## config.mk

```make
export PLATFORM = sky130hd
export DESIGN_NAME = ma_window_scheduler_flat
export DESIGN_NICKNAME = d
export VERILOG_FILES = /design/src/rtl/ma_window_scheduler_pkg.sv /design/src/rtl/ma_window_scheduler_if.sv /design/src/rtl/ma_window_scheduler_tag_fifo.sv /design/src/rtl/ma_window_scheduler.sv /design/src/flat_wrapper.sv
export SDC_FILE = /design/constraint.sdc
export NUM_CORES = 1
export LEC_CHECK = 0
export CAP_MARGIN = 20
export CORE_MARGIN = 5
export CORE_UTILIZATION = 53
export CTS_CLUSTER_SIZE = 28
export DETAILED_ROUTE_END_ITERATION = 16
export GPL_ROUTABILITY_DRIVEN = 0
export PLACE_DENSITY = 0.79
export SYNTH_ARGS = -nofsm -noshare
export SYNTH_HDL_FRONTEND = slang
export SYNTH_SLANG_ARGS = --single-unit
```

## constraint.sdc

```tcl
create_clock -name clock -period 5.1 [get_ports clock]
set_input_delay 1.02 -clock clock [delete_from_list [all_inputs] [get_ports clock]]
set_output_delay 1.02 -clock clock [all_outputs]
set_load 0.02 [all_outputs]
```

## src/rtl/ma_window_scheduler_pkg.sv

```systemverilog
// ma_window_scheduler_pkg
// Shared sizing and state type for the convolution window scheduler.
// Engine-facing sizes mirror the values kept in network_parms.h (product
// width, kernel size, engine latency and output FIFO depth) so the block
// builds standalone.

package ma_window_scheduler_pkg;

   localparam int PKG_PRODUCT_W   = 16;
   localparam int PKG_KERNEL_SIZE = 3;
   localparam int PKG_MA_LATENCY  = 5;
   localparam int PKG_OUT_DEPTH   = 8;

   localparam int PKG_NUM_KERNELS = 4;
   localparam int PKG_DIM_W       = 8;
   localparam int PKG_RES_W       = PKG_PRODUCT_W + 1;
   localparam int PKG_KERN_W      = (PKG_NUM_KERNELS > 1) ? $clog2(PKG_NUM_KERNELS) : 1;

   // Frame sequencing states.
   typedef enum logic [1:0] {
      ST_IDLE  = 2'd0,
      ST_ISSUE = 2'd1,
      ST_DRAIN = 2'd2,
      ST_DONE  = 2'd3
   } sched_state_t;

endpackage

```

## src/rtl/ma_window_scheduler_if.sv

```systemverilog
// ma_window_scheduler_if
// Window request / engine issue / tagged result stream between the scheduler
// (master) and the surrounding datapath: line buffer, kernel ROM, MAC engine
// and the pooling stage (slave).

interface ma_window_scheduler_if
   import ma_window_scheduler_pkg::*;
#(
   parameter int DIM_W  = PKG_DIM_W,
   parameter int KERN_W = PKG_KERN_W,
   parameter int RES_W  = PKG_RES_W
);
   logic [DIM_W-1:0]  win_row;
   logic [DIM_W-1:0]  win_col;
   logic [KERN_W-1:0] kern_sel;
   logic              win_ready;
   logic              ma_issue;
   logic [RES_W-1:0]  ma_result;
   logic [RES_W-1:0]  res_data;
   logic [DIM_W-1:0]  res_row;
   logic [DIM_W-1:0]  res_col;
   logic [KERN_W-1:0] res_kern;
   logic              res_valid;
   logic              res_ready;

   modport master (
      output win_row, win_col, kern_sel, ma_issue,
      output res_data, res_row, res_col, res_kern, res_valid,
      input  win_ready, ma_result, res_ready
   );

   modport slave (
      input  win_row, win_col, kern_sel, ma_issue,
      input  res_data, res_row, res_col, res_kern, res_valid,
      output win_ready, ma_result, res_ready
   );
endinterface

```

## src/rtl/ma_window_scheduler_tag_fifo.sv

```systemverilog
// ma_sched_tag_fifo
// Synchronous show-ahead FIFO holding engine sums with their window tags.
// The head is presented combinationally and forced to zero while empty so the
// result outputs read as zero after reset. Occupancy is exported for the
// scheduler's credit calculation.

module ma_sched_tag_fifo #(
   parameter int  WIDTH = 8,
   parameter int  DEPTH = 8,
   localparam int PTR_W = (DEPTH > 1) ? $clog2(DEPTH) : 1,
   localparam int CNT_W = $clog2(DEPTH + 1)
)(
   input  logic             clock,
   input  logic             reset,
   input  logic             push,
   input  logic [WIDTH-1:0] push_data,
   input  logic             pop,
   output logic [WIDTH-1:0] head_data,
   output logic             valid,
   output logic [CNT_W-1:0] count
);
   logic [WIDTH-1:0] mem [DEPTH];
   logic [PTR_W-1:0] wr_ptr;
   logic [PTR_W-1:0] rd_ptr;
   logic             do_push;
   logic             do_pop;

   assign do_push   = push && (count != CNT_W'(DEPTH));
   assign do_pop    = pop && (count != '0);
   assign valid     = (count != '0);
   assign head_data = valid ? mem[rd_ptr] : '0;

   // Storage array; contents need no reset because the head is masked when empty.
   always_ff @(posedge clock) begin
      if (do_push) begin
         mem[wr_ptr] <= push_data;
      end
   end

   // Pointer and occupancy bookkeeping; simultaneous push and pop leave count unchanged.
   always_ff @(posedge clock or negedge reset) begin
      if (!reset) begin
         wr_ptr <= '0;
         rd_ptr <= '0;
         count  <= '0;
      end else begin
         if (do_push) begin
            wr_ptr <= wr_ptr + PTR_W'(1);
         end
         if (do_pop) begin
            rd_ptr <= rd_ptr + PTR_W'(1);
         end
         case ({do_push, do_pop})
            2'b10:   count <= count + CNT_W'(1);
            2'b01:   count <= count - CNT_W'(1);
            default: count <= count;
         endcase
      end
   end
endmodule

```

## src/rtl/ma_window_scheduler.sv

```systemverilog
// ma_window_scheduler
// Walks every valid KxK window of a feature map, time-sharing one pipelined
// multiply/adder-tree engine across NUM_KERNELS kernel banks. Each issue's
// {row,col,kern} tag rides a MA_LATENCY-deep shift register alongside the
// engine and is pushed with the engine sum into a tagged output FIFO.
// The engine cannot stall, so issue is gated by credit: FIFO slots not
// already claimed by stored or in-flight results.
// Optional build macro: MA_SCHED_PERF_CNT_EN adds the stall_cnt output.

module ma_window_scheduler
   import ma_window_scheduler_pkg::*;
#(
   parameter int KERNEL_SIZE = PKG_KERNEL_SIZE,
   parameter int NUM_KERNELS = PKG_NUM_KERNELS,
   parameter int DIM_W       = PKG_DIM_W,
   parameter int MA_LATENCY  = PKG_MA_LATENCY,
   parameter int OUT_DEPTH   = PKG_OUT_DEPTH
)(
   input  logic             clock,
   input  logic             reset,
   input  logic             start,
   input  logic [DIM_W-1:0] cfg_img_w,
   input  logic [DIM_W-1:0] cfg_img_h,
   output logic             busy,
   output logic             done,
   output logic             cfg_err,
`ifdef MA_SCHED_PERF_CNT_EN
   output logic [31:0]      stall_cnt,
`endif
   ma_window_scheduler_if.master bus
);
   localparam int KERN_W = (NUM_KERNELS > 1) ? $clog2(NUM_KERNELS) : 1;
   localparam int RES_W  = PKG_RES_W;
   localparam int OCC_W  = $clog2(OUT_DEPTH + MA_LATENCY + 1);
   localparam int CNT_W  = $clog2(OUT_DEPTH + 1);
   localparam int TAG_W  = RES_W + 2 * DIM_W + KERN_W;

   localparam logic [DIM_W-1:0]  K_DIM     = DIM_W'(KERNEL_SIZE);
   localparam logic [KERN_W-1:0] LAST_KERN = KERN_W'(NUM_KERNELS - 1);
   localparam logic [OCC_W-1:0]  DEPTH_OCC = OCC_W'(OUT_DEPTH);

   sched_state_t      state;
   logic [DIM_W-1:0]  row_q;
   logic [DIM_W-1:0]  col_q;
   logic [KERN_W-1:0] kern_q;
   logic [DIM_W-1:0]  last_row;
   logic [DIM_W-1:0]  last_col;

   logic              tag_valid [MA_LATENCY];
   logic [DIM_W-1:0]  tag_row   [MA_LATENCY];
   logic [DIM_W-1:0]  tag_col   [MA_LATENCY];
   logic [KERN_W-1:0] tag_kern  [MA_LATENCY];

   logic [OCC_W-1:0]  inflight;
   logic [OCC_W-1:0]  occupancy;
   logic [CNT_W-1:0]  fifo_count;
   logic              has_credit;
   logic              issue;
   logic              last_issue;
   logic              fifo_valid;
   logic              fifo_pop;
   logic [TAG_W-1:0]  fifo_push_data;
   logic [TAG_W-1:0]  fifo_head;

   // Count results still travelling through the engine.
   always_comb begin
      inflight = '0;
      for (int i = 0; i < MA_LATENCY; i++) begin
         inflight = inflight + OCC_W'(tag_valid[i]);
      end
   end

   assign occupancy  = OCC_W'(fifo_count) + inflight;
   assign has_credit = (occupancy < DEPTH_OCC);
   assign issue      = (state == ST_ISSUE) && bus.win_ready && has_credit;
   assign last_issue = (kern_q == LAST_KERN) && (col_q == last_col) && (row_q == last_row);

   assign bus.win_row  = row_q;
   assign bus.win_col  = col_q;
   assign bus.kern_sel = kern_q;
   assign bus.ma_issue = issue;

   // Frame FSM with position/kernel counters; kernel is innermost, then column, then row.
   always_ff @(posedge clock or negedge reset) begin
      if (!reset) begin
         state    <= ST_IDLE;
         busy     <= 1'b0;
         done     <= 1'b0;
         cfg_err  <= 1'b0;
         row_q    <= '0;
         col_q    <= '0;
         kern_q   <= '0;
         last_row <= '0;
         last_col <= '0;
      end else begin
         case (state)
            ST_IDLE: begin
               done    <= 1'b0;
               cfg_err <= 1'b0;
               if (start) begin
                  busy     <= 1'b1;
                  row_q    <= '0;
                  col_q    <= '0;
                  kern_q   <= '0;
                  last_col <= cfg_img_w - K_DIM;
                  last_row <= cfg_img_h - K_DIM;
                  if ((cfg_img_w < K_DIM) || (cfg_img_h < K_DIM)) begin
                     state   <= ST_DONE;
                     done    <= 1'b1;
                     cfg_err <= 1'b1;
                  end else begin
                     state <= ST_ISSUE;
                  end
               end
            end
            ST_ISSUE: begin
               if (issue) begin
                  if (last_issue) begin
                     state  <= ST_DRAIN;
                     row_q  <= '0;
                     col_q  <= '0;
                     kern_q <= '0;
                  end else if (kern_q == LAST_KERN) begin
                     kern_q <= '0;
                     if (col_q == last_col) begin
                        col_q <= '0;
                        row_q <= row_q + DIM_W'(1);
                     end else begin
                        col_q <= col_q + DIM_W'(1);
                     end
                  end else begin
                     kern_q <= kern_q + KERN_W'(1);
                  end
               end
            end
            ST_DRAIN: begin
               if ((inflight == '0) && (fifo_count == '0)) begin
                  state <= ST_DONE;
                  done  <= 1'b1;
               end
            end
            ST_DONE: begin
               state   <= ST_IDLE;
               busy    <= 1'b0;
               done    <= 1'b0;
               cfg_err <= 1'b0;
            end
            default: begin
               state <= ST_IDLE;
               busy  <= 1'b0;
            end
         endcase
      end
   end

   // Tag shift register matching the engine latency; reset discards in-flight work.
   always_ff @(posedge clock or negedge reset) begin
      if (!reset) begin
         for (int i = 0; i < MA_LATENCY; i++) begin
            tag_valid[i] <= 1'b0;
            tag_row[i]   <= '0;
            tag_col[i]   <= '0;
            tag_kern[i]  <= '0;
         end
      end else begin
         tag_valid[0] <= issue;
         tag_row[0]   <= row_q;
         tag_col[0]   <= col_q;
         tag_kern[0]  <= kern_q;
         for (int i = 1; i < MA_LATENCY; i++) begin
            tag_valid[i] <= tag_valid[i-1];
            tag_row[i]   <= tag_row[i-1];
            tag_col[i]   <= tag_col[i-1];
            tag_kern[i]  <= tag_kern[i-1];
         end
      end
   end

   assign fifo_push_data = {bus.ma_result, tag_row[MA_LATENCY-1],
                            tag_col[MA_LATENCY-1], tag_kern[MA_LATENCY-1]};
   assign fifo_pop       = fifo_valid && bus.res_ready;

   ma_sched_tag_fifo #(
      .WIDTH (TAG_W),
      .DEPTH (OUT_DEPTH)
   ) u_fifo (
      .clock     (clock),
      .reset     (reset),
      .push      (tag_valid[MA_LATENCY-1]),
      .push_data (fifo_push_data),
      .pop       (fifo_pop),
      .head_data (fifo_head),
      .valid     (fifo_valid),
      .count     (fifo_count)
   );

   assign bus.res_data  = fifo_head[TAG_W-1 -: RES_W];
   assign bus.res_row   = fifo_head[2*DIM_W+KERN_W-1 -: DIM_W];
   assign bus.res_col   = fifo_head[DIM_W+KERN_W-1 -: DIM_W];
   assign bus.res_kern  = fifo_head[KERN_W-1:0];
   assign bus.res_valid = fifo_valid;

`ifdef MA_SCHED_PERF_CNT_EN
   // Saturating count of cycles where a window was ready but no FIFO credit remained.
   always_ff @(posedge clock or negedge reset) begin
      if (!reset) begin
         stall_cnt <= '0;
      end else if ((state == ST_IDLE) && start) begin
         stall_cnt <= '0;
      end else if ((state == ST_ISSUE) && bus.win_ready && !has_credit && (stall_cnt != '1)) begin
         stall_cnt <= stall_cnt + 32'd1;
      end
   end
`endif

endmodule

```

## src/flat_wrapper.sv

```systemverilog
// flat-port wrapper written by rule: the top's interface ports become plain ports
module ma_window_scheduler_flat import ma_window_scheduler_pkg::*;
#(
   parameter int KERNEL_SIZE = PKG_KERNEL_SIZE,
   parameter int NUM_KERNELS = PKG_NUM_KERNELS,
   parameter int DIM_W       = PKG_DIM_W,
   parameter int MA_LATENCY  = PKG_MA_LATENCY,
   parameter int OUT_DEPTH   = PKG_OUT_DEPTH
)
  (clock, reset, start, cfg_img_w, cfg_img_h, busy, done, cfg_err, bus_win_row, bus_win_col, bus_kern_sel, bus_ma_issue, bus_res_data, bus_res_row, bus_res_col, bus_res_kern, bus_res_valid, bus_win_ready, bus_ma_result, bus_res_ready);
  ma_window_scheduler_if #(.DIM_W(DIM_W)) bus_i ();
  input  logic clock;
  input  logic reset;
  input  logic start;
  input  logic [DIM_W-1:0] cfg_img_w;
  input  logic [DIM_W-1:0] cfg_img_h;
  output logic busy;
  output logic done;
  output logic cfg_err;
  output wire logic [$bits(bus_i.win_row)-1:0] bus_win_row;
  output wire logic [$bits(bus_i.win_col)-1:0] bus_win_col;
  output wire logic [$bits(bus_i.kern_sel)-1:0] bus_kern_sel;
  output wire logic [$bits(bus_i.ma_issue)-1:0] bus_ma_issue;
  output wire logic [$bits(bus_i.res_data)-1:0] bus_res_data;
  output wire logic [$bits(bus_i.res_row)-1:0] bus_res_row;
  output wire logic [$bits(bus_i.res_col)-1:0] bus_res_col;
  output wire logic [$bits(bus_i.res_kern)-1:0] bus_res_kern;
  output wire logic [$bits(bus_i.res_valid)-1:0] bus_res_valid;
  input wire logic [$bits(bus_i.win_ready)-1:0] bus_win_ready;
  input wire logic [$bits(bus_i.ma_result)-1:0] bus_ma_result;
  input wire logic [$bits(bus_i.res_ready)-1:0] bus_res_ready;
  assign bus_win_row = bus_i.win_row;
  assign bus_win_col = bus_i.win_col;
  assign bus_kern_sel = bus_i.kern_sel;
  assign bus_ma_issue = bus_i.ma_issue;
  assign bus_res_data = bus_i.res_data;
  assign bus_res_row = bus_i.res_row;
  assign bus_res_col = bus_i.res_col;
  assign bus_res_kern = bus_i.res_kern;
  assign bus_res_valid = bus_i.res_valid;
  assign bus_i.win_ready = bus_win_ready;
  assign bus_i.ma_result = bus_ma_result;
  assign bus_i.res_ready = bus_res_ready;
  ma_window_scheduler #(.KERNEL_SIZE(KERNEL_SIZE), .NUM_KERNELS(NUM_KERNELS), .DIM_W(DIM_W), .MA_LATENCY(MA_LATENCY), .OUT_DEPTH(OUT_DEPTH)) u_core (.clock(clock), .reset(reset), .start(start), .cfg_img_w(cfg_img_w), .cfg_img_h(cfg_img_h), .busy(busy), .done(done), .cfg_err(cfg_err), .bus(bus_i));
endmodule
```

# After elaboration in Yosys (flattened, before gate mapping)
# Memories as Yosys holds them, arrays and structs flattened.
# Index checks and enable logic that the tools add are counted.
op_classes:
  n_reduce_logical: 24
  n_eq_ne: 15
  add_sub_neg: 14
  n_mux: 33
  order_cmp: 3
ops:
  columns: ["operator", "count"]
  rows:
  - ["8-bit two-way mux", 9]
  - ["35-bit two-way mux", 1]
  - ["8-bit one-hot mux with 2 select lines", 2]
  - ["2-bit two-way mux", 9]
  - ["8-bit by 1-bit adder with 8-bit output, second input constant", 2]
  - ["8-bit == test", 2]
  - ["8-bit by 2-bit less-than comparator with 1-bit output, second input constant", 2]
  - ["8-bit by 2-bit subtractor with 8-bit output, second input constant", 2]
  - ["4-bit by 1-bit adder with 4-bit output", 3]
  - ["2-bit == test, second input constant", 4]
  - ["1-bit logical AND", 8]
  - ["4-bit logical NOT", 2]
  - ["2-bit one-hot mux with 4 select lines", 1]
  - ["4-bit one-hot mux with 2 select lines", 1]
  - ["4-bit AND reduction", 2]
  - ["3-bit by 1-bit adder with 3-bit output, second input constant", 2]
  - ["1-bit two-way mux", 6]
  - ["2-bit by 1-bit inequality test with 1-bit output, second input constant", 3]
  - ["3-bit by 2-bit inequality test with 1-bit output, second input constant", 2]
  - ["2-bit AND reduction", 3]
  - ["2-bit nonzero test", 3]
  - ["5-bit AND reduction", 1]
  - ["4-bit by 1-bit adder with 4-bit output, second input constant", 1]
  - ["4-bit adder", 1]
  - ["15 further kinds", 17]
word_totals:
  mem_count: 1
  mem_bits_rw: 280
  inputBits: 38
  output_inout_bits: 58
  ff_bits: 144
  elab_cells: 122
mem_list:
  columns: ["memory", "words", "word_bits", "read_ports", "rd_ports_with_merged_regs", "write_ports", "line", "source"]
  rows:
  - ["u_core.u_fifo.mem", 8, 35, 1, 0, 1, "ma_window_scheduler_tag_fifo.sv:22", "logic [WIDTH-1:0] mem [DEPTH];"]

# Longest topological paths before layout
# Gate-level depths: netlist of run 1.
depth:
  ltp_word: 9
  depth_mapped: 13
  mapped_depth_nobuf: 13

# By module
# From an unflattened synthesis of run 1, not the netlist that was laid out.
hier_totals:
  hier_cells: 888
  hier_area_um2: 16194.3
modules_own_cells:
  columns: ["mod", "seq_area_each_um2", "n_inst", "area_per_inst_um2", "cells_each"]
  rows:
  - ["ma_sched_tag_fifo", 8658.3, 1, 11193.2, 506]
  - ["ma_window_scheduler", 3353.2, 1, 5001.0, 382]

# Least setup slack after synthesis of run 1
# No wires, ideal clock.
synth_timing:
  kind: "register to register"
  from: "reg u_core.u_fifo.count[0]"
  to: "mem u_core.u_fifo.mem[2][0] in the netlist's numbering (enable)"
  n_path_buf: 1
  slack_ns: -0.169
  setup_time_ns: 0.527
  path_stages_with_launch: 6
  period_less_slack_ns: 5.269
  required_ns: 4.573
  arrival_time_ns: 4.742
  cell_sequence: "dfrtp_1 buf_2 nor3_1 a21oi_1 inv_1 nor4b_1"
synth_via:
  elab_chain_cells: 4
synth_rtl:
  columns: ["element", "line", "source"]
  rows:
  - ["start, declared", "ma_window_scheduler_tag_fifo.sv:20", "output logic [CNT_W-1:0] count"]
  - ["start signal, assigned", "ma_window_scheduler_tag_fifo.sv:54", "2'b10: count <= count + CNT_W'(1);"]
  - ["start signal, assigned", "ma_window_scheduler_tag_fifo.sv:55", "2'b01: count <= count - CNT_W'(1);"]
  - ["start signal, assigned", "ma_window_scheduler_tag_fifo.sv:56", "default: count <= count;"]
  - ["4-bit inequality test", "ma_window_scheduler_tag_fifo.sv:28", "assign do_push = push && (count != CNT_W'(DEPTH));"]
  - ["1-bit logical AND", "ma_window_scheduler_tag_fifo.sv:28", null]
  - ["1-bit two-way mux", "ma_window_scheduler_tag_fifo.sv:35", "if (do_push) begin"]
  - ["1-bit two-way mux (implied by the code)", "ma_window_scheduler_tag_fifo.sv:36", "mem[wr_ptr] <= push_data;"]
  - ["end, declared", "ma_window_scheduler_tag_fifo.sv:22", null]
# Every way passes these cells.

# Worst setup path after layout of run 1
layout_timing:
  from: "reg u_core.tag_valid[4] in the netlist's numbering"
  to: "out bus_ma_issue"
layout_via:
  elab_chain_cells: 7
layout_rtl:
  columns: ["element", "line", "source"]
  rows:
  - ["start, declared", "ma_window_scheduler.sv:49", "logic tag_valid [MA_LATENCY];"]
  - ["start signal, assigned by index", "ma_window_scheduler.sv:171", "tag_valid[i] <= tag_valid[i-1];"]
  - ["1-bit by 1-bit adder with 2-bit output", "ma_window_scheduler.sv:69", "inflight = inflight + OCC_W'(tag_valid[i]);"]
  - ["4-bit by 1-bit adder with 4-bit output (3 in a row)", "ma_window_scheduler.sv:69", null]
  - ["4-bit adder", "ma_window_scheduler.sv:73", "assign occupancy = OCC_W'(fifo_count) + inflight;"]
  - ["4-bit less-than comparator", "ma_window_scheduler.sv:74", "assign has_credit = (occupancy < DEPTH_OCC);"]
  - ["1-bit logical AND", "ma_window_scheduler.sv:75", "assign issue = (state == ST_ISSUE) && bus.win_ready && has_credit;"]
  - ["end, declared", "flat_wrapper.sv:23", "output wire logic [$bits(bus_i.ma_issue)-1:0] bus_ma_issue;"]
# Every way passes these cells.

==> impl_metrics.json, run 1 <==
{
  "drive_gt1_share_pct": 17.5,
  "post_cts_buffers": 0,
  "core_um2": 29700,
  "max_slew_margin_pct": 27.6,
  "status": "complete, no violations",
  "critPathLaunchType": "register",
  "grt_max_degree": 95,
  "met1_usage_pct": 25.6,
  "die_area_um2": 33700,
  "netlist_instances": 855,
  "cts_num_sinks": 424,
  "ys_seq_elements": 424,
  "cp.arrival_ns": 3.79,
  "grt.total_usage_pct": 19.4,
  "antenna_found_initial": 0,
  "synth_edf_count": 280,
  "drv_slew": 0,
  "drt_iter0_drc": 802,
  "final-setup-viol-count": 0,
  "maxCapViolCount": 0,
  "use_met2_pct": 33.3,
  "power_leakage_nw": 7.23,
  "r2r_slack_ns": 1.39,
  "fillCellCount": 1997,
  "yosys_warnings": 0,
  "finalNetCount": 1039,
  "period_share_pct": 94.3,
  "postCtsHoldBufs": 0,
  "diodes": 0,
  "ys_seq_area_share_pct": 75.2,
  "clock_skew_ns": 0.0143,
  "clkLatencyLatePin_ns": 0.53,
  "cp_max_fo": 5,
  "grt_pass1_wl_um": 50100,
  "io_pins": 96,
  "die_h_um": 184,
  "first_pass_iters": 5,
  "gr-total-overflow": 0,
  "required_ns": 4.08,
  "fin_setup_tns_ns": 0,
  "viasPerCell": 5.68,
  "cts_root_buf": "clkbuf_16",
  "met3_usage_pct": 3.62,
  "placedInstanceArea_um2": 17500,
  "drc": 0,
  "port_buffers": 95,
  "cts_tree": "built",
  "synth_top_family_by_area": "multiplexers",
  "synth-compound-area-share_pct": 2.70,
  "critPathKind": "register to output port",
  "synthAdderAreaFrac_pct": 1.79,
  "syn_area_um2": 16000,
  "grt_busiest_layer": "met2",
  "final_cell_mix": "edfxtp_1, dfrtp_1, clkdlybuf4s50_1",
  "synth_ff_type": "edfxtp_1",
  "yosys.area_share.simple_pct": 4.32,
  "drt_wl_total_um": 31900,
  "cts_htree_levels": 2,
  "worst_slew_pin_slew_ns": 1.08,
  "syn_nets": 914,
  "grt_pass1_vias": 8581,
  "num_vias": 7979,
  "clkTransAtPathRegs_ns": 0.07,
  "wl_per_cell_um": 22.7,
  "end_kind": "output port",
  "layout_commonest_cell": "edfxtp_1",
  "vdd_drop_max_mv": 0.315,
  "fin_crit_ns": 4.81,
  "area_growth_pct": 18.2,
  "ant_nets": 0,
  "row_count": 63,
  "hold_violations": 0,
  "max_freq_mhz": 208,
  "stdcell_area_um2": 18900,
  "synth_xor_area_share_pct": 1.97,
  "min_path_type": "register to register",
  "synth-async-reset-ratio_pct": 34.0,
  "rsz0062_at_grt": "no",
  "synthMuxAreaShare_pct": 12.7,
  "synth_area_per_cell_um2": 18.7,
  "initial_core_util_pct": 53.7,
  "fp.dieW_um": 184,
  "power_density_nw_per_um2": 547,
  "hpwlAfterDp_um": 16400,
  "cts-buffers-inserted": 42,
  "cts.path.max_buffers": 3,
  "synthDistinctLibCells": 45
}
## per-stage QoR
stage	std cells	setup WS [ns]	total power, mW	util (%)	hold WS (ns)
2_1_floorplan	855	0.186	6.26	-	0.331
3_3_place_gp	1326	0.623	7.24	58.8	0.331
3_5_place_dp	1326	0.558	7.33	58.8	0.335
4_1_cts	1404	0.255	10.4	63.5	0.346
5_1_grt	1404	0.111	10.9	63.5	0.350
6_report	1404	0.289	10.3	63.5	0.346
## cell families after synthesis
logic type,after synthesis
buffers and inverters,49
AND/OR/NAND/NOR,143
flip-flops,424
AO/OA/AOI/OAI,67
multiplexers,115
XOR/XNOR,36
adder cells (fa/ha/maj),21
## worst max-delay path, stage by stage (launching register included)
cell and delay [ns]:
dfrtp_1 0.38, ha_1 0.27, inv_1 0.04, fa_1 0.47, inv_1 0.04, ha_1 0.18, fa_1 0.48, ha_1 0.31
nand4_1 0.12, and3_1 0.20, o21a_1 0.21, and2_1 0.21, dlygate4sd2_1 0.33
## sequential cells by signal, summed over array words and instances (netlist names)
| register | flops |
|---|---|
| u_core.fifo_push_data | 18 |
| u_core.bus.kern_sel | 2 |
| u_core.busy | 1 |
| u_core.cfg_err | 1 |
| u_core.bus.win_col | 8 |
| u_core.last_row | 8 |
| u_core.state | 2 |
| u_core.u_fifo.wr_ptr | 3 |
| u_core.u_fifo.rd_ptr | 3 |
| u_core.tag_valid | 5 |
| u_core.last_col | 8 |
| u_core.u_fifo.mem | 280 |
| u_core.done | 1 |
| u_core.bus.win_row | 8 |
| u_core.tag_col | 32 |
| u_core.tag_row | 32 |
| u_core.u_fifo.count | 4 |
| u_core.tag_kern | 8 |
## where the power goes
| part | internal (mW) | total, mW | leakage (nW) | switching [mW] |
|---|---|---|---|---|
| Combinational | 1.40 | 2.81 | 1.95 | 1.41 |
| Clock | 1.81 | 3.07 | 0.673 | 1.26 |
| Sequential | 4.03 | 4.46 | 4.60 | 0.428 |
| Total | 7.24 | 10.3 | 7.23 | 3.09 |
## cell type report
cell class,instances,area [µm²],area share (%)
sequential,424,12000,63.7
multi-input combinational,382,3810,20.2
clock buffer,61,1200,6.38
timing repair buffer,112,1100,5.85
tap,390,488,2.58
clock inverter,17,193,1.02
inverter,18,67.6,0.358
## final timing paths
kind,startpoint,to,depth (start not counted)
min in group asynchronous,reset,u_core.state[0]$_DFFE_PN0P_,1
max,u_core.tag_valid[4]$_DFF_PN0_,bus_ma_issue,12
max in group asynchronous,reset,u_core.tag_col[24]$_DFF_PN0_,2
max reg2reg,u_core.tag_valid[4]$_DFF_PN0_,u_core.bus.win_col[6]$_DFFE_PN0P_,13
min,u_core.tag_row[34]$_DFF_PN0_,u_core.tag_row[26]$_DFF_PN0_,0
min reg2reg,u_core.tag_row[34]$_DFF_PN0_,u_core.tag_row[26]$_DFF_PN0_,0
## per-layer routing
layer	vias to the layer above	wire (µm)	part of all wire, %
met2	288	16600	52
met4	0	793	2.5
met3	53	1850	5.8
li1	3528	-	-
met1	4110	12600	40
met5	-	0	0
## cells in the mapped netlist (2+ instances only)
library cell | instances | area, µm²
mux4_2 | 70 | 1580
mux2i_1 | 41 | 410
nor3_1 | 6 | 30.0
o21ai_0 | 37 | 185
nand3_1 | 12 | 60.1
a22o_2 | 6 | 60.1
nor4_1 | 3 | 18.8
buf_2 | 8 | 40.0
o31ai_1 | 4 | 30.0
or2_2 | 3 | 18.8
dfrtp_1 | 144 | 3600
or3_1 | 2 | 12.5
inv_1 | 17 | 63.8
nand2_1 | 33 | 124
a21oi_1 | 9 | 45.0
fa_1 | 3 | 60.1
buf_1 | 4 | 15.0
nor3b_1 | 4 | 30.0
clkbuf_1 | 17 | 63.8
ha_1 | 18 | 225
nand2b_1 | 13 | 81.3
nor2b_1 | 3 | 18.8
and3_1 | 7 | 43.8
nor2_1 | 50 | 188
a21o_1 | 3 | 22.5
mux2_2 | 4 | 45.0
edfxtp_1 | 280 | 8410
xnor2_1 | 22 | 193
xor2_1 | 14 | 123
nand4_1 | 3 | 18.8
## what timing repair did
item | CTS | global route
hold endpoints to repair | 0 | 0
endpoints found under the setup margin | 1 | 0
gates resized for setup | 1 | 0
(Power assumes the default switching activity.)
==> run 2, diff against run 1 <==
CORE_UTILIZATION = 60   (was 53)
CTS_BUF_LIST = sky130_fd_sc_hd__clkbuf_8   (was default)
PLACE_DENSITY = 0.84   (was 0.79)
clock period = 5.26 ns   (was 5.1 ns; I/O delays follow)
==> run 2 against run 1 <==
Critical path depth unchanged. Sequential power is 4% lower. Sequential share of layout area up 0.50 points. Clock-buffer cell count up 16. Setup slack better by 0.23 ns. Die area is 11% lower. Global-route usage rose by 0.94 points. Register-to-register slack better by 0.13 ns. Worst hold slack worse by 0.014 ns. Final area fell by 0.78%. Utilization increased by 8.1 points. Critical path type unchanged. Largest power group unchanged.
==> impl_metrics.json, run 2 (synthesized netlist as in run 1, its figures left out) <==
{
  "cts_num_sinks": 424,
  "finalNetCount": 1062,
  "power_mw": 9.62,
  "die_area_um2": 30000,
  "required_ns": 4.21,
  "placedInstanceArea_um2": 17400,
  "drt_iter0_drc": 701,
  "slowest_delay_ns": 0.47,
  "max_freq_mhz": 211,
  "crit_slowest_cell": "fa_1",
  "initial_core_util_pct": 61.1,
  "drc": 0,
  "ant_nets": 0,
  "layout_commonest_cell": "edfxtp_1",
  "io_pins": 96,
  "power_leakage_nw": 7.32,
  "reg_top3": "u_core.u_fifo.mem x280, u_core.tag_col x32, u_core.tag_row x32",
  "path_common_cell": "ha_1",
  "cts_tree": "built",
  "crit_chain": "ha_1, inv_1, fa_1, inv_1, ha_1, fa_1, ha_1, a21oi_1, and3_1, o21a_1, and2_1, dlymetal6s2s_1",
  "hold_violations": 0,
  "final_core_util_pct": 71.7,
  "clock_skew_ns": 0.0215,
  "clkTransAtPathRegs_ns": 0.06,
  "port_buffers": 95,
  "final-setup-viol-count": 0,
  "placedCellCount": 1269,
  "stdcell_area_um2": 18700,
  "drv_slew": 0,
  "maxCapViolCount": 0,
  "critPathKind": "register to output port",
  "cts-buffers-inserted": 66,
  "area_growth_pct": 17.3,
  "worst_slew_pin_slew_ns": 0.818,
  "grt_pass1_wl_um": 47500,
  "cp_max_fo": 5,
  "drt_wl_total_um": 29700,
  "power_density_nw_per_um2": 513,
  "max_slew_margin_pct": 45.3,
  "fillCellCount": 1530,
  "gr-total-overflow": 0,
  "cts.path.max_buffers": 3,
  "cts_root_buf": "clkbuf_8",
  "fin_crit_ns": 4.74,
  "cts_htree_levels": 3,
  "regMostFlops": "u_core.u_fifo.mem",
  "grt_pass1_vias": 8563,
  "crit_family": "adder cells",
  "multi_input_area_um2": 3810,
  "num_vias": 7946,
  "cp.arrival_ns": 3.69,
  "antenna_found_initial": 0,
  "drive_gt1_share_pct": 19.4,
  "largest_reg_flops": 280,
  "first_pass_iters": 8,
  "fin_cells": 1389,
  "viasPerCell": 5.72,
  "grt_max_degree": 110,
  "seqCellArea_um2": 12000,
  "diodes": 0,
  "hpwlAfterDp_um": 17300,
  "vdd_drop_max_mv": 0.280,
  "end_kind": "output port",
  "row_count": 59,
  "fin_setup_tns_ns": 0,
  "final_cell_mix": "edfxtp_1, dfrtp_1, clkdlybuf4s50_1",
  "fp.dieW_um": 173,
  "grt.total_usage_pct": 20.3,
  "core_um2": 26100,
  "critPathLaunchType": "register",
  "rsz0062_at_grt": "no",
  "wl_per_cell_um": 21.4,
  "status": "complete, no violations",
  "die_h_um": 173,
  "crit_buf_inv": 3,
  "period_share_pct": 90.2,
  "clkLatencyLatePin_ns": 0.55,
  "min_path_type": "register to register",
  "postCtsHoldBufs": 0
}
run 2: changes by cell type in the layout (fill, tap and decap cells not counted), moves of 2 or more:
cell,before,now
clkbuf_8,6,77
clkbuf_16,43,0
inv_1,17,38
clkbuf_1,12,0
clkinv_2,1,6
clkinv_1,5,8
clkinv_4,3,0
buf_4,15,13
inv_6,2,4
run 2: through the flow:
step / setup slack (ns) / hold WS, ns
after global routing: 0.297 / 0.340
after CTS: 0.0807 / 0.330
final: 0.518 / 0.331
after detailed placement: 0.685 / 0.335
after floorplan: 0.346 / 0.331
after global placement: 0.758 / 0.331
run 2: power breakdown:
group / leakage (nW) / internal, mW / switching (mW)
clock network: 0.748 / 1.44 / 1.18
logic: 1.97 / 1.34 / 1.38
registers: 4.60 / 3.91 / 0.371
total: 7.32 / 6.69 / 2.92
run 2: metal layers:
| layer | vias to the layer above | global-route usage, % | wire length [µm] |
|---|---|---|---|
| met4 | 0 | 5.22 | 347 |
| met5 | - | 0 | 0 |
| met3 | 29 | 4.54 | 2060 |
| met2 | 293 | 35.3 | 15800 |
| li1 | 3577 | - | - |
| met1 | 4047 | 26.4 | 11600 |
run 2: cell type report:
type | instances | area share [%]
clock inverters | 42 | 1.29
flip-flops and latches | 424 | 64.2
inverters | 18 | 0.361
repair buffers | 111 | 5.98
well taps | 335 | 2.24
clock buffers | 77 | 5.66
multi-input cells | 382 | 20.3
run 2: final timing paths:
kind / startpoint / end / slack, ns / cells past startpoint
max in group asynchronous: reset / u_core.u_fifo.rd_ptr[1]$_DFFE_PN0P_ / 4.15 / 2
setup reg to reg: u_core.tag_valid[4]$_DFF_PN0_ / u_core.bus.win_col[2]$_DFFE_PN0P_ / 1.52 / 13
min in group asynchronous: reset / u_core.done$_DFFE_PN0P_ / 0.36 / 1
hold reg to reg: u_core.tag_col[26]$_DFF_PN0_ / u_core.tag_col[18]$_DFF_PN0_ / 0.33 / 0
hold / removal: u_core.tag_col[26]$_DFF_PN0_ / u_core.tag_col[18]$_DFF_PN0_ / 0.33 / 0
setup / recovery: u_core.tag_valid[4]$_DFF_PN0_ / bus_ma_issue / 0.52 / 12
run 2: what timing repair did:
item                                    in CTS  in global routing
endpoints found under the setup margin       0                  1
resized for setup                            0                  1
buffers inserted                             0                  0
run 2: worst reg2reg max path, cell delays in order, from the launching register on:
cell	delay, ns
dfrtp_1	0.38
ha_1	0.27
inv_1	0.04
fa_1	0.47
inv_1	0.04
ha_1	0.18
fa_1	0.48
ha_1	0.29
nand4_1	0.10
and3_1	0.20
o21a_1	0.22
a21oi_1	0.62
o21ai_0	0.20
o21ai_0	0.13
==> run 3, diff against run 2 <==
ABC_AREA = 0   (was default)
MAX_ROUTING_LAYER = met4   (was default)
==> run 3 against run 2 <==
Total power is essentially flat. Via count grew 0.29%. Clock-buffer cell count is the same. Cell count is the same. Flip-flop and latch count is the same. Sequential power is essentially flat. Maximum frequency is essentially flat. Worst hold slack is essentially flat. Clock skew is essentially flat. Routed wire length grew 0.10%. Critical path type unchanged. Largest power group unchanged.
==> impl_metrics.json, run 3 (synthesized netlist as in run 1, its figures left out) <==
{
  "finalNetCount": 1062,
  "cts_root_buf": "clkbuf_8",
  "cts_tree": "built",
  "layout_commonest_cell": "edfxtp_1",
  "path_common_cell": "ha_1",
  "viasPerCell": 5.74,
  "min_path_type": "register to register",
  "end_kind": "output port",
  "met3_length_um": 1900,
  "fp.dieW_um": 173,
  "postCtsHoldBufs": 0,
  "io_pins": 96,
  "hold_violations": 0,
  "ant_nets": 0,
  "drt_iter0_drc": 659,
  "drv_slew": 0,
  "max_freq_mhz": 211,
  "grt_pass1_wl_um": 47500,
  "fin_crit_ns": 4.74,
  "critPathKind": "register to output port",
  "cp_max_fo": 5,
  "vdd_drop_max_mv": 0.282,
  "diodes": 0,
  "max_slew_margin_pct": 45.4,
  "slowest_delay_ns": 0.47,
  "cts-buffers-inserted": 66,
  "clkLatencyLatePin_ns": 0.55,
  "fin_setup_tns_ns": 0,
  "clock_skew_ns": 0.0213,
  "row_count": 59,
  "die_area_um2": 30000,
  "drive_gt1_share_pct": 19.4,
  "largest_reg_flops": 280,
  "met2_wirelength_um": 15900,
  "first_pass_iters": 5,
  "drc": 0,
  "grt_max_degree": 110,
  "drt_wl_total_um": 29800,
  "reg_top3": "u_core.u_fifo.mem x280, u_core.tag_col x32, u_core.tag_row x32",
  "port_buffers": 95,
  "crit_slowest_cell": "fa_1",
  "power_density_nw_per_um2": 513,
  "area_growth_pct": 17.3,
  "num_vias": 7969,
  "wl_met1_um": 11700,
  "antenna_found_initial": 0,
  "clkTransAtPathRegs_ns": 0.06,
  "crit_chain": "ha_1, inv_1, fa_1, inv_1, ha_1, fa_1, ha_1, a21oi_1, and3_1, o21a_1, and2_1, dlymetal6s2s_1",
  "period_share_pct": 90.2,
  "grt.total_usage_pct": 20.9,
  "required_ns": 4.21,
  "hpwlAfterDp_um": 17300,
  "grt_pass1_vias": 8581,
  "power_mw": 9.62,
  "post_cts_buffers": 0,
  "wl_per_cell_um": 21.4,
  "cts_htree_levels": 3,
  "ctsResizeCount": 0,
  "final-setup-viol-count": 0,
  "regMostFlops": "u_core.u_fifo.mem",
  "core_um2": 26100,
  "worst_slew_pin_slew_ns": 0.817,
  "gr-total-overflow": 0,
  "initial_core_util_pct": 61.1,
  "cts_num_sinks": 424,
  "critPathLaunchType": "register",
  "status": "complete, no violations",
  "r2r_slack_ns": 1.52,
  "cts.path.max_buffers": 3,
  "maxCapViolCount": 0,
  "rsz0062_at_grt": "no",
  "cp.arrival_ns": 3.69,
  "highest_layer": "met4",
  "power_leakage_nw": 7.32,
  "die_h_um": 173,
  "final_cell_mix": "edfxtp_1, dfrtp_1, clkdlybuf4s50_1"
}
-- run 3: routing by layer --
metal,vias up,track usage [%]
met2,284,35.3
met3,26,4.50
met4,0,5.22
met5,-,-
li1,3580,-
met1,4079,26.4
-- run 3: path summary, 6_finish.rpt --
kind                                                            end  cells after the start                     startpoint
max in group asynchronous       u_core.u_fifo.rd_ptr[1]$_DFFE_PN0P_                      2                          reset
worst max register to register    u_core.bus.win_col[2]$_DFFE_PN0P_                     13  u_core.tag_valid[4]$_DFF_PN0_
worst min register to register         u_core.tag_col[18]$_DFF_PN0_                      0   u_core.tag_col[26]$_DFF_PN0_
worst max-delay path                                   bus_ma_issue                     12  u_core.tag_valid[4]$_DFF_PN0_
min in group asynchronous       u_core.u_fifo.rd_ptr[0]$_DFFE_PN0P_                      1                          reset
worst min-delay path                   u_core.tag_col[18]$_DFF_PN0_                      0   u_core.tag_col[26]$_DFF_PN0_
-- run 3: report_power, final --
part           switching (mW)  internal (mW)
clock network            1.18           1.44
logic                    1.38           1.34
registers               0.370           3.91
total                    2.92           6.69
-- run 3: layout make-up --
type                    count  area, µm²
well taps                 335        419
clock inverters            42        241
clock buffers              77       1060
multi-input cells         382       3810
inverters                  18       67.6
fillers                  1530       7400
repair buffers            111       1120
flip-flops and latches    424      12000
-- run 3: stage by stage --
stage	area [µm²]	std cells	hold slack (ns)	util, %	setup slack (ns)
after global placement	17400	1269	0.331	66.6	0.758
after global routing	18700	1389	0.340	71.7	0.299
after CTS	18700	1388	0.330	71.6	0.0807
after detailed placement	17400	1269	0.335	66.6	0.685
after floorplan	16000	855	0.331	-	0.346
final	18700	1389	0.331	71.7	0.518
-- run 3: worst max-delay path: cells and delay by family (launching register included) --
kind                       cells  cell delay [ns]
adders and majority gates      5             1.65
and+or+nand+nor                2             0.40
AOI/OAI and AO/OA              2             0.39
DFF                            1             0.38
buffers and inverters          3             0.32
